File: config.mk
export PLATFORM = sky130hd
export DESIGN_NAME = sw_array_ctrl
export DESIGN_NICKNAME = d
export VERILOG_FILES = /design/src/rtl/sw_pkg.sv /design/src/rtl/sw_len_cnt.sv /design/src/rtl/sw_array_ctrl.sv
export SDC_FILE = /design/constraint.sdc
export NUM_CORES = 1
export LEC_CHECK = 0
export BUFFER_PORTS_ARGS = -buffer_cell sky130_fd_sc_hd__buf_2
export CAP_MARGIN = 25
export CORE_MARGIN = 5
export CORE_UTILIZATION = 30
export DETAILED_ROUTE_END_ITERATION = 6
export PLACE_DENSITY = 0.53
export SLEW_MARGIN = 5
export SYNTH_ARGS = -nofsm -noshare
export SYNTH_HDL_FRONTEND = slang
export SYNTH_HIERARCHICAL = 1
export SYNTH_SLANG_ARGS = --single-unit
export TNS_END_PERCENT = 100
File: constraint.sdc
create_clock -name clk -period 3.45 [get_ports clk]
set_input_delay 0.1725 -clock clk [delete_from_list [all_inputs] [get_ports clk]]
set_output_delay 0.1725 -clock clk [all_outputs]
set_load 0.02 [all_outputs]
File: src/rtl/sw_pkg.sv
// Shared definitions for the Smith-Waterman array: symbol codes, controller
// states and default scoring parameters.
package sw_pkg;

    localparam int SYM_W = 3;
    typedef logic [SYM_W-1:0] sym_t;

    localparam sym_t SYM_NULL = 3'd0;
    localparam sym_t SYM_A    = 3'd1;
    localparam sym_t SYM_C    = 3'd2;
    localparam sym_t SYM_G    = 3'd3;
    localparam sym_t SYM_T    = 3'd4;
    localparam sym_t NULL_CH  = SYM_NULL;

    localparam int DEF_ALPHA = 2;
    localparam int DEF_BETA  = 1;
    localparam int DEF_N     = 16;

    typedef enum logic [2:0] {
        ST_IDLE,
        ST_LOAD,
        ST_STREAM,
        ST_DRAIN,
        ST_FLUSH
    } state_t;

endpackage

File: src/rtl/sw_len_cnt.sv
// Loadable down-counter shared by every phase of the controller; tc marks the
// final cycle of a phase (count == 1).
module sw_len_cnt #(
    parameter int LEN_W = 10
) (
    input  logic             clk,
    input  logic             reset_i,
    input  logic             load,
    input  logic [LEN_W-1:0] load_val,
    input  logic             dec,
    output logic [LEN_W-1:0] count,
    output logic             tc
);

    always_ff @(posedge clk) begin
        if (reset_i) begin
            count <= '0;
        end else if (load) begin
            count <= load_val;
        end else if (dec && count != '0) begin
            count <= count - LEN_W'(1);
        end
    end

    assign tc = (count == LEN_W'(1));

endmodule

File: src/rtl/sw_array_ctrl.sv
// Sequencer for one Smith-Waterman PE chain: loads the padded query, streams
// the target with init held, drains the pipeline and captures the final score.
module sw_array_ctrl
    import sw_pkg::*;
#(
    parameter int   NUM_PE  = 16,
    parameter int   LEN_W   = 10,
    parameter int   N       = 16,
    parameter sym_t NULL_CH = sw_pkg::NULL_CH
) (
    input  logic             clk,
    input  logic             reset_i,
    input  logic             start_i,
    input  logic [LEN_W-1:0] s_len_i,
    input  logic [LEN_W-1:0] t_len_i,
    input  logic             s_valid_i,
    output logic             s_ready_o,
    input  sym_t             s_data_i,
    input  logic             t_valid_i,
    output logic             t_ready_o,
    input  sym_t             t_data_i,
    output logic             shift_valid_s_o,
    output logic             valid_s_o,
    output sym_t             s_o,
    output sym_t             t_o,
    output logic             init_o,
    input  logic [N-1:0]     max_last_i,
    output logic             busy_o,
    output logic             done_o,
    output logic [N-1:0]     score_o,
    output logic             err_o
);

    localparam logic [LEN_W-1:0] LOAD_CYC  = LEN_W'(NUM_PE);
    localparam logic [LEN_W-1:0] DRAIN_CYC = LEN_W'(NUM_PE + 2);
    localparam logic [LEN_W-1:0] FLUSH_CYC = LEN_W'(NUM_PE + 1);

    state_t           state_q, state_d;
    logic [LEN_W-1:0] s_len_q, t_len_q;
    logic             dirty_q, dirty_d;
    logic             pend_q, pend_d;
    logic             latch_len;
    logic             cnt_load, cnt_dec, cnt_tc;
    logic [LEN_W-1:0] cnt_val, cnt;
    logic             len_ok;

    logic             s_ready_d, t_ready_d, shift_d, valid_s_d, init_d;
    logic             busy_d, done_d, err_d;
    sym_t             s_d, t_d;
    logic [N-1:0]     score_d;

    sw_len_cnt #(.LEN_W(LEN_W)) u_cnt (
        .clk      (clk),
        .reset_i  (reset_i),
        .load     (cnt_load),
        .load_val (cnt_val),
        .dec      (cnt_dec),
        .count    (cnt),
        .tc       (cnt_tc)
    );

    assign len_ok = (s_len_i != '0) && (s_len_i <= LOAD_CYC) && (t_len_i != '0);

    always_comb begin
        // NOTE: every signal gets a value before the case so no path leaves one unassigned (no latches).
        state_d   = state_q;
        dirty_d   = dirty_q;
        pend_d    = pend_q;
        latch_len = 1'b0;
        cnt_load  = 1'b0;
        cnt_val   = '0;
        cnt_dec   = 1'b0;
        s_ready_d = 1'b0;
        t_ready_d = 1'b0;
        shift_d   = 1'b0;
        valid_s_d = 1'b0;
        s_d       = NULL_CH;
        t_d       = NULL_CH;
        init_d    = 1'b0;
        done_d    = 1'b0;
        err_d     = 1'b0;
        score_d   = score_o;

        unique case (state_q)
            ST_IDLE: begin
                if (start_i && !len_ok) begin
                    err_d = 1'b1;
                end else if (start_i) begin
                    latch_len = 1'b1;
                    cnt_load  = 1'b1;
                    if (dirty_q) begin
                        // Array state is unknown after reset: clear it before loading.
                        state_d = ST_FLUSH;
                        cnt_val = FLUSH_CYC;
                        pend_d  = 1'b1;
                    end else begin
                        state_d   = ST_LOAD;
                        cnt_val   = LOAD_CYC;
                        s_ready_d = (s_len_i == LOAD_CYC);
                    end
                end
            end

            ST_LOAD: begin
                if (s_ready_o && !s_valid_i) begin
                    s_ready_d = s_ready_o;
                    shift_d   = shift_valid_s_o;
                    valid_s_d = valid_s_o;
                    s_d       = s_o;
                end else begin
                    shift_d   = 1'b1;
                    valid_s_d = 1'b1;
                    s_d       = s_ready_o ? s_data_i : NULL_CH;
                    if (cnt_tc) begin
                        state_d   = ST_STREAM;
                        cnt_load  = 1'b1;
                        cnt_val   = t_len_q;
                        t_ready_d = 1'b1;
                    end else begin
                        cnt_dec   = 1'b1;
                        s_ready_d = ((cnt - LEN_W'(1)) <= s_len_q);
                    end
                end
            end

            ST_STREAM: begin
                if (t_valid_i) begin
                    init_d = 1'b1;
                    t_d    = t_data_i;
                    if (cnt_tc) begin
                        state_d  = ST_DRAIN;
                        cnt_load = 1'b1;
                        cnt_val  = DRAIN_CYC;
                    end else begin
                        cnt_dec   = 1'b1;
                        t_ready_d = 1'b1;
                    end
                end else begin
                    err_d    = 1'b1;
                    state_d  = ST_FLUSH;
                    cnt_load = 1'b1;
                    cnt_val  = FLUSH_CYC;
                end
            end

            ST_DRAIN: begin
                init_d = 1'b1;
                if (cnt_tc) begin
                    score_d  = max_last_i;
                    done_d   = 1'b1;
                    state_d  = ST_FLUSH;
                    cnt_load = 1'b1;
                    cnt_val  = FLUSH_CYC;
                end else begin
                    cnt_dec = 1'b1;
                end
            end

            ST_FLUSH: begin
                if (cnt_tc) begin
                    dirty_d = 1'b0;
                    if (pend_q) begin
                        pend_d    = 1'b0;
                        state_d   = ST_LOAD;
                        cnt_load  = 1'b1;
                        cnt_val   = LOAD_CYC;
                        s_ready_d = (s_len_q == LOAD_CYC);
                    end else begin
                        state_d = ST_IDLE;
                    end
                end else begin
                    cnt_dec = 1'b1;
                end
            end

            default: state_d = ST_IDLE;
        endcase

        busy_d = (state_d != ST_IDLE);
    end

    always_ff @(posedge clk) begin
        if (reset_i) begin
            state_q         <= ST_IDLE;
            s_len_q         <= '0;
            t_len_q         <= '0;
            dirty_q         <= 1'b1;
            pend_q          <= 1'b0;
            s_ready_o       <= 1'b0;
            t_ready_o       <= 1'b0;
            shift_valid_s_o <= 1'b0;
            valid_s_o       <= 1'b0;
            s_o             <= '0;
            t_o             <= '0;
            init_o          <= 1'b0;
            busy_o          <= 1'b0;
            done_o          <= 1'b0;
            score_o         <= '0;
            err_o           <= 1'b0;
        end else begin
            state_q         <= state_d;
            dirty_q         <= dirty_d;
            pend_q          <= pend_d;
            if (latch_len) begin
                s_len_q <= s_len_i;
                t_len_q <= t_len_i;
            end
            s_ready_o       <= s_ready_d;
            t_ready_o       <= t_ready_d;
            shift_valid_s_o <= shift_d;
            valid_s_o       <= valid_s_d;
            s_o             <= s_d;
            t_o             <= t_d;
            init_o          <= init_d;
            busy_o          <= busy_d;
            done_o          <= done_d;
            score_o         <= score_d;
            err_o           <= err_d;
        end
    end

endmodule

==> reports/qor.yml <==
outcome: "completed"
finalSetupViolations: 0
cp_max_fo: 18
firstDrtPassIters: 4
netlist_instances: 386
powerDensity_nw_per_um2: 373
cts_buffer_depth: 2
globalRouteOverflowTotal: 0
hold_buffers: 0
rsz0062_at_grt: "no"
crit_end: "u_cnt/count[2]"
grt_pass1_wl_mm: 14.3
fin_crit_sh_pct: 85.6
worst_setup_path_start_kind: "flip-flop"
synth-compound-area-share_pct: 13.3
max_slew_margin_pct: 63.2
syn_avg_cell_area_sq_um: 8.65
drtIter0Drc: 112
dp_cells: 588
antenna_found_initial: 0
crit_top_cell: "a21oi_1"
routed_wl_mm: 8.74
fillers: 1106
worst_pin_slew_ps: 551
cts_resized: 0
grt_usage_pct: 13.5
cts_root_buf: "clkbuf_8"
synth_edf_count: 0
slowest_delay_ps: 610
endpoint_kind: "flip-flop"
die_w_um: 116
dieArea_sq_um: 13300
max-vdd-ir-drop_mv: 0.173
yosysTopAreaCell: "dfxtp_1"
dp_hpwl_mm: 6.55
clk_pin_slew_ps: 70
syn_area_sq_um: 3340
synth_top_family_by_area: "simple AND/OR/NAND/NOR gates"
gr-usage-met2_pct: 21.9
rr_worst_depth: 9
hold_viol: 0
crit_chain: "nor4_4, and4_1, nand2_1, o211ai_1, or2_2, inv_1, and3_1, a21oi_1, a21oi_1"
grt_start_max_net_pins: 36
final_common_cell: "buf_2"
first_global_vias: 2828
hold_class: "in2reg"
io_pins: 77
post_cts_buffers: 0
fp-row-count: 38
fin_util_pct: 36.9
r2r_slack_ps: 500
clock_skew_ps: 11.9
coreArea_sq_um: 10900
areaGrowthSynthToFinish_pct: 20.3
async_reset_ff_share_pct: 0
synth_seq_cells: 64
cp.arrival_ps: 3170
fin_crit_ps: 2950
io_buffers: 76
cp.required_ps: 3670
seq_area_frac_synth_pct: 38.4
p_total_mw: 1.50
clkSinkCount: 64
grt.busiest_layer: "met2"
synthDistinctLibCells: 59
startpoint: "u_cnt/count[4]"
via_per_inst: 4.82
final_cells: 603
slowest_stage: "and4_1"
yosysTopAreaCellShare_pct: 38.4
rr_endpoint: "u_cnt/count[2]"
use_met1_pct: 16.8
nets: 519
yosysWarnings: 6
syn-num-nets: 446
clk_latency_ps: 340
start_util_pct: 30.7
whs_ps: 34.5
synth_xor_area_share_pct: 3.41
cts_tree: "done"
grt_use_met3_pct: 4.13
synth.area.top_cells: "dfxtp_1, mux2i_1, ha_1, nand2_1, a21oi_1"
muxShareOfSynthArea_pct: 5.99
antenna_left: 0
drive_gt1_share_pct: 24.8
synthAdderAreaFrac_pct: 4.87
final_cell_mix: "buf_2, dfxtp_1, nand2_1"
rr_startpoint: "u_cnt/count[4]"
leakagePower_nw: 1.75
diodes: 0
synth_ff_type: "dfxtp_1"
slew_viol_final: 0
setup_tns_ps: 0
numCtsBuffers: 9
die_h_um: 116
cts_htree_levels: 3
drcViolationCount: 0
routedWlPerCell_um: 14.5
path_class: "reg2reg"
vias: 2904
gp_congestion: 0.820
cap_violations: 0
max_freq_mhz: 339
synth-simple-area-share_pct: 27.8
==> how the worst min path moves through the flow <==
stage / startpoint / endpoint / slack, ps / depth (start not counted)
global route: t_data_i[0] / t_o[0] / 20 / 2
CTS: t_data_i[1] / t_o[1] / 10 / 2
global placement: t_data_i[1] / t_o[1] / 370 / 2
floorplan: t_data_i[0] / t_o[0] / 290 / 1
detailed placement: t_data_i[1] / t_o[1] / 380 / 2
finish: t_data_i[1] / t_o[1] / 30 / 2
==> stage by stage <==
stage                     cell area, sq um  setup slack (ps)
after floorplan                       3340               901
after global placement                3810               618
after detailed placement              3810               562
after CTS                             4020               557
after global routing                  4020               286
final                                 4020               498
==> metal layers <==
metal / routed length (um) / up-vias
met5: 0 / -
met4: 156 / 0
met3: 462 / 12
met2: 4150 / 76
met1: 3970 / 1327
li1: - / 1489
==> synth_stat cells, types with 3 or more instances <==
cell type / number
a211oi_1: 7
a21o_1: 3
a21oi_1: 30
and2_1: 11
and3_1: 10
buf_2: 7
clkbuf_1: 7
dfxtp_1: 64
ha_1: 13
inv_1: 24
mux2i_1: 20
nand2_1: 43
nand2b_1: 6
nand3_1: 8
nand4_1: 3
nor2_1: 39
nor3_1: 14
nor4_1: 6
o211ai_1: 3
o21a_1: 3
o21ai_0: 5
or2_2: 3
or4_4: 3
xnor2_1: 7
xor2_1: 6
==> cell type report <==
| class | count | area, sq um | share of cell area [%] |
|---|---|---|---|
| clock inverter | 2 | 37.5 | 0.934 |
| clock buffer | 13 | 169 | 4.20 |
| tap | 140 | 175 | 4.36 |
| timing repair buffer | 81 | 418 | 10.4 |
| inverter | 24 | 90.1 | 2.24 |
| multi-input combinational | 279 | 1850 | 46.0 |
| sequential | 64 | 1280 | 31.9 |
==> sequential cells by signal, indices dropped and copies added (netlist names), 3 cells and up <==
register,flops
score_o,16
s_len_q,10
t_len_q,10
u_cnt/count,10
s_o,3
state_q,3
t_o,3
==> where the power goes <==
group          switching [mW]  internal [mW]
clock                   0.281          0.389
sequential            0.00282          0.741
combinational          0.0460         0.0403
==> worst max-delay path, delay by kind of cell, from the launching register on <==
kind,cells,cell delay [ps]
simple gates,5,1750
buf+inv,1,230
compound gates,3,420
flops,1,430
==> logic make-up (layout without fill, tap and decap cells) <==
group                      after synthesis  count (layout)
muxes                                   20              20
AOI/OAI and AO/OA                       67              67
xor gates and xnor gates                13              13
and+or+nand+nor                        166             166
buffers and inverters                   43             120
adders and majority gates               13              13
DFF                                     64              64
Power figures use the tool's default switching activity.
